===== src/rtl/vga_fb_arbiter.sv =====
// vga_fb_arbiter: shares the single-port framebuffer RAM between VGA scan-out,
// a buffered pixel writer and a whole-frame fill sequencer.
//
// Scan-out reads always win. Writes go through a small FIFO and use only the
// cycles the reader leaves free. A fill also uses only free cycles, and it
// has priority over draining the FIFO.
//
// Ports:
//   clk, rst_n                     clock, async active-low reset
//   rd_req, rd_addr                scan-out read request
//   rd_data, rd_valid              read data (pass-through of mem_rdata), valid 1 cycle later
//   wr_valid, wr_ready             writer handshake (wr_ready = FIFO not full)
//   wr_addr, wr_data               pixel to write
//   fill_start, fill_data          fill request and colour
//   fill_ready, fill_done          fill can start / one-cycle completion pulse
//   fifo_level                     current FIFO occupancy
//   mem_en, mem_we, mem_addr,      RAM port
//   mem_wdata, mem_rdata
module vga_fb_arbiter #(
    parameter int unsigned ADDR_W     = 12,
    parameter int unsigned DATA_W     = 6,
    parameter int unsigned FIFO_DEPTH = 4
) (
    input  logic                              clk,
    input  logic                              rst_n,
    input  logic                              rd_req,
    input  logic [ADDR_W-1:0]                 rd_addr,
    output logic [DATA_W-1:0]                 rd_data,
    output logic                              rd_valid,
    input  logic                              wr_valid,
    output logic                              wr_ready,
    input  logic [ADDR_W-1:0]                 wr_addr,
    input  logic [DATA_W-1:0]                 wr_data,
    input  logic                              fill_start,
    input  logic [DATA_W-1:0]                 fill_data,
    output logic                              fill_ready,
    output logic                              fill_done,
    output logic [$clog2(FIFO_DEPTH+1)-1:0]   fifo_level,
    output logic                              mem_en,
    output logic                              mem_we,
    output logic [ADDR_W-1:0]                 mem_addr,
    output logic [DATA_W-1:0]                 mem_wdata,
    input  logic [DATA_W-1:0]                 mem_rdata
);

    localparam int unsigned IDX_W = $clog2(FIFO_DEPTH);
    localparam int unsigned PTR_W = IDX_W + 1;
    localparam int unsigned LVL_W = $clog2(FIFO_DEPTH + 1);

    typedef enum logic {StIdle, StFill} state_e;

    state_e              state_q, state_d;
    logic [ADDR_W-1:0]   fill_addr_q, fill_addr_d;
    logic [DATA_W-1:0]   fill_color_q, fill_color_d;
    logic                fill_done_q, fill_done_d;
    logic                rd_valid_q;
    logic [PTR_W-1:0]    wr_ptr_q, rd_ptr_q;
    logic [ADDR_W-1:0]   fifo_addr_q [FIFO_DEPTH];
    logic [DATA_W-1:0]   fifo_data_q [FIFO_DEPTH];

    logic                fifo_empty, fifo_full, push, pop;
    logic                port_en, port_we;
    logic [ADDR_W-1:0]   port_addr;
    logic [DATA_W-1:0]   port_wdata;

    // Pointers carry one extra wrap bit: equal => empty, differ only in MSB => full.
    assign fifo_empty = (wr_ptr_q == rd_ptr_q);
    assign fifo_full  = (wr_ptr_q[PTR_W-1] != rd_ptr_q[PTR_W-1]) &&
                        (wr_ptr_q[PTR_W-2:0] == rd_ptr_q[PTR_W-2:0]);
    // Push ignores a same-cycle pop: a full FIFO never accepts.
    assign push       = wr_valid && !fifo_full;

    assign wr_ready   = !fifo_full;
    assign fill_ready = (state_q == StIdle) && fifo_empty;
    assign fifo_level = LVL_W'(wr_ptr_q - rd_ptr_q);
    assign rd_data    = mem_rdata;
    assign rd_valid   = rd_valid_q;
    assign fill_done  = fill_done_q;

    always_comb begin
        state_d      = state_q;
        fill_addr_d  = fill_addr_q;
        fill_color_d = fill_color_q;
        fill_done_d  = 1'b0;
        pop          = 1'b0;
        port_en      = 1'b0;
        port_we      = 1'b0;
        port_addr    = '0;
        port_wdata   = '0;

        if (rd_req) begin
            port_en   = 1'b1;
            port_addr = rd_addr;
        end else if (state_q == StFill) begin
            port_en     = 1'b1;
            port_we     = 1'b1;
            port_addr   = fill_addr_q;
            port_wdata  = fill_color_q;
            fill_addr_d = fill_addr_q + 1'b1;
            if (&fill_addr_q) begin
                state_d     = StIdle;
                fill_done_d = 1'b1;
            end
        end else if (!fifo_empty) begin
            port_en    = 1'b1;
            port_we    = 1'b1;
            port_addr  = fifo_addr_q[rd_ptr_q[IDX_W-1:0]];
            port_wdata = fifo_data_q[rd_ptr_q[IDX_W-1:0]];
            pop        = 1'b1;
        end

        // fill_ready implies StIdle, where the fill slot above is never taken.
        if (fill_start && fill_ready) begin
            state_d      = StFill;
            fill_addr_d  = '0;
            fill_color_d = fill_data;
        end
    end

    // The RAM port is held quiet for the whole time reset is asserted.
    assign mem_en    = rst_n && port_en;
    assign mem_we    = rst_n && port_we;
    assign mem_addr  = rst_n ? port_addr : '0;
    assign mem_wdata = rst_n ? port_wdata : '0;

    always_ff @(posedge clk or negedge rst_n) begin
        if (!rst_n) begin
            state_q      <= StIdle;
            fill_addr_q  <= '0;
            fill_color_q <= '0;
            fill_done_q  <= 1'b0;
            rd_valid_q   <= 1'b0;
            wr_ptr_q     <= '0;
            rd_ptr_q     <= '0;
        end else begin
            state_q      <= state_d;
            fill_addr_q  <= fill_addr_d;
            fill_color_q <= fill_color_d;
            fill_done_q  <= fill_done_d;
            rd_valid_q   <= rd_req;
            if (push) wr_ptr_q <= wr_ptr_q + 1'b1;
            if (pop)  rd_ptr_q <= rd_ptr_q + 1'b1;
        end
    end

    // FIFO storage needs no reset; only the pointers define validity.
    always_ff @(posedge clk) begin
        if (push) begin
            fifo_addr_q[wr_ptr_q[IDX_W-1:0]] <= wr_addr;
            fifo_data_q[wr_ptr_q[IDX_W-1:0]] <= wr_data;
        end
    end

endmodule


===== config.mk =====
export PLATFORM = sky130hd
export DESIGN_NAME = vga_fb_arbiter
export DESIGN_NICKNAME = d
export VERILOG_FILES = /design/src/rtl/vga_fb_arbiter.sv
export SDC_FILE = /design/constraint.sdc
export NUM_CORES = 1
export LEC_CHECK = 0
export CAP_MARGIN = 20
export CORE_ASPECT_RATIO = 1.75
export CORE_MARGIN = 2
export CORE_UTILIZATION = 40
export DETAILED_ROUTE_END_ITERATION = 8
export GPL_ROUTABILITY_DRIVEN = 0
export HOLD_SLACK_MARGIN = 0.15
export PLACE_DENSITY = 0.77
export SYNTH_ARGS = -nofsm -noshare
export SYNTH_HDL_FRONTEND = slang
export SYNTH_SLANG_ARGS = --single-unit

===== constraint.sdc =====
create_clock -name clk -period 2.4 [get_ports clk]
set_input_delay 0.48 -clock clk [delete_from_list [all_inputs] [get_ports clk]]
set_output_delay 0.48 -clock clk [all_outputs]
set_load 0.05 [all_outputs]

==> results.yml <==
critical_path:
  r2r_cells: 8
  slowest_delay_ns: 0.49
  cp_max_fo: 5
  crit_buf_inv: 2
  critical_path.endpoint: "mem_addr[0]"
  cp_num_cells: 7
  end_kind: "primary output"
  cp.required_ns: 1.92
  path_cells: "ha_4 -> nand2_4 -> o21ba_4 -> buf_12 -> a221oi_4 -> nor2_2 -> buf_12"
  crit_type: "register to primary output"
  critPathLaunch: "rd_ptr_q[0]$_DFFE_PN0P_"
  r2r-start: "rd_ptr_q[0]$_DFFE_PN0P_"
  slowest_stage: "dfrtp_2"
  r2r-end: "fifo_addr_q[3][2]$_DFFE_PP_"
  cp_top_family: "compound AO/OA/AOI/OAI gates"
  arrival_ns: 2.14
  cp_common_cell: "buf_12"
  rrSetupSlack_ns: 0.17
  cp-start-kind: "register"
synthesis:
  ys_types: 35
  synth_cells: 283
  synth-seq-area-share: 0.645
  synth_edf_count: 72
  avgSynthCellArea_sq_um: 15.5
  synthFlopType: "edfxtp_1"
  synthArstFlopShare: 0.273
  synth-seq-cells: 99
  synth_nets: 339
  syn_area_sq_um: 4400
  yosys_warnings: 0
power:
  pwr-share-comb: 0.503
  power.leakage_nw: 2.31
  ir_worst_vdd_uv: 723
  total_power_mw: 7.91
  powerDensity_nw_per_um2: 1240
  seqPwrFrac: 0.321
  p_int_mw: 4.97
  clockPowerShare: 0.177
  netSwitchingFraction: 0.372
  p_sw_mw: 2.94
routing:
  drtAntennaViolNets: 0
  drt-wirelength-per-cell_microns: 19.8
  first_iter_violations: 157
  drt-total-wl_microns: 10100
  routed_via_density: 5.38
  via_count: 2740
  drc: 0
  dr.pass1.iters: 4
finish:
  final_util: 0.598
  fin_nets: 430
  diodes: 0
  area_growth_pct: 45.3
  fillers: 722
  drive_gt1_frac: 0.388
hold_path:
  hold_path.class: "register to register"
  min_from: "wr_ptr_q[2]$_DFFE_PN0P_"
  holdPathStages: 1
timing:
  tightest_slew_ns: 0.489
  skew_ns: 0.0101
  fin_setup_tns_ns: -2.86
  rsz0062_at_grt: "yes"
  max_freq_mhz: 382
  setup_slack_ns: -0.218
  hold_slack_ns: 0.527
  finalCritPeriodShare: 1.09
  maxSlewViolCount: 0
  layout_min_cycle_time_ns: 2.62
  slew_headroom: 0.673
  hold_violations: 0
  setup_viol_count_final: 21
placed_design:
  dp_worst_setup_slack_ns: -0.0744
  io_buffers: 67
  place_hpwl_microns: 6500
floorplanning:
  dieWidth_microns: 83.3
  chipHeight_microns: 143
  start_util: 0.411
  io_pins: 80
  coreArea_sq_um: 10700
  rows: 50
  die_area_sq_um: 11900
clocking:
  cts_sinks: 99
  cts_tree: "built"
  cts_root_buffer: "clkbuf_16"
  clockBufferDepth: 2
  clkTransAtPathRegs_ns: 0.07
  htreeDepth: 3
  cts_buffers: 9
  clock_latency_ns: 0.35
  cts_hold_buf: 0
run:
  maxCapViolations: 0
global_routing:
  grt_pass1_wl_microns: 15700
  grt_pass1_vias: 2957
  grt_antenna_before_repair: 0
  gr-usage-all-layers: 0.175
  overflow: 0
  grt_max_degree: 24
run_status:
  failed_checks: "setup timing"
  status: "finished with violations"
## what timing repair did
item                       in CTS  in global routing
gates cloned                    3                  1
buffers inserted                9                  3
setup endpoints to repair      19                 20
pin swaps                      18                 19
gates resized for setup        49                 11
## metal layers
metal  wire, microns  part of all wire  global-route usage
met1            3650              0.36               0.189
met2            5580              0.55               0.321
met3             434             0.043              0.0387
met4             425             0.042              0.0837
met5               0                 0                   0
## kinds of logic (layout without fill, tap and decap cells)
kind of cell,after synthesis,in the layout,share of synthesized area
fa+ha+maj,9,9,0.0273
xor+xnor,15,15,0.0316
compound gates,35,35,0.0552
simple gates,70,70,0.0759
buf+inv,28,124,0.0367
flops,99,99,0.645
mux,27,27,0.129
## area by class of cell
class | count | area [sq um] | share of cell area
Tap cell | 130 | 163 | 0.0254
Sequential cell | 99 | 2840 | 0.444
Timing Repair Buffer | 100 | 1360 | 0.213
Clock buffer | 9 | 225 | 0.0352
Inverter | 8 | 30.0 | 0.00470
Clock inverter | 7 | 70.1 | 0.0110
Multi-Input combinational cell | 156 | 1700 | 0.267
## flip-flops by register name, summed over array words and instances (netlist names)
signal        count
fifo_addr_q      48
fifo_data_q      24
fill_addr_q      12
fill_color_q      6
fill_done         1
rd_ptr_q          3
rd_valid          1
state_q           1
wr_ptr_q          3
## worst min-delay path by stage
stage / to / slack (ns)
3_5_place_dp: fill_color_q[4]$_DFFE_PN0P_ / 0.51
3_3_place_gp: fill_color_q[2]$_DFFE_PN0P_ / 0.50
5_1_grt: wr_ptr_q[2]$_DFFE_PN0P_ / 0.54
6_report: wr_ptr_q[2]$_DFFE_PN0P_ / 0.53
4_1_cts: wr_ptr_q[2]$_DFFE_PN0P_ / 0.53
2_1_floorplan: fill_addr_q[0]$_DFFE_PN0P_ / 0.18
## through the flow
| step | cells | area (sq um) |
|---|---|---|
| 2_1_floorplan | 283 | 4490 |
| 3_3_place_gp | 480 | 5700 |
| 6_report | 509 | 6390 |
| 5_1_grt | 509 | 6390 |
| 4_1_cts | 507 | 6310 |
| 3_5_place_dp | 480 | 5700 |
## synth_stat cells, types with 6 or more instances
master | n | area (sq um)
and2_1 | 7 | 43.8
xnor2_1 | 6 | 52.6
a221oi_1 | 11 | 96.3
mux4_1 | 16 | 420
inv_1 | 8 | 30.0
mux2_2 | 8 | 90.1
nand2_1 | 11 | 41.3
xor2_1 | 8 | 70.1
buf_4 | 9 | 67.6
nor2_1 | 30 | 113
o21ai_0 | 13 | 65.1
clkbuf_1 | 8 | 30.0
a22oi_1 | 6 | 45.0
edfxtp_1 | 72 | 2160
dfrtp_1 | 27 | 676
ha_1 | 8 | 100
## power by group through the flow
stage | logic (mW) | clock network (mW) | registers (mW)
floorplan | 1.87 | 0 | 2.47
finish | 3.98 | 1.40 | 2.54
detailed placement | 3.14 | 0 | 2.52
global route | 4.18 | 1.49 | 2.58
global placement | 3.08 | 0 | 2.49
CTS | 3.83 | 1.42 | 2.52
## cell usage in the layout (no fill, tap or decap), types with 7 or more instances in the layout
cell type / count
nor2_1: 12
clkdlybuf4s50_1: 42
mux2_2: 8
clkbuf_16: 10
nand2_1: 9
buf_4: 18
nor2_2: 17
buf_12: 35
xor2_1: 7
a221oi_4: 10
and2_1: 7
edfxtp_1: 72
mux4_2: 17
o21ai_0: 13
inv_1: 8
dfrtp_1: 26
Power figures use the tool's default switching activity.
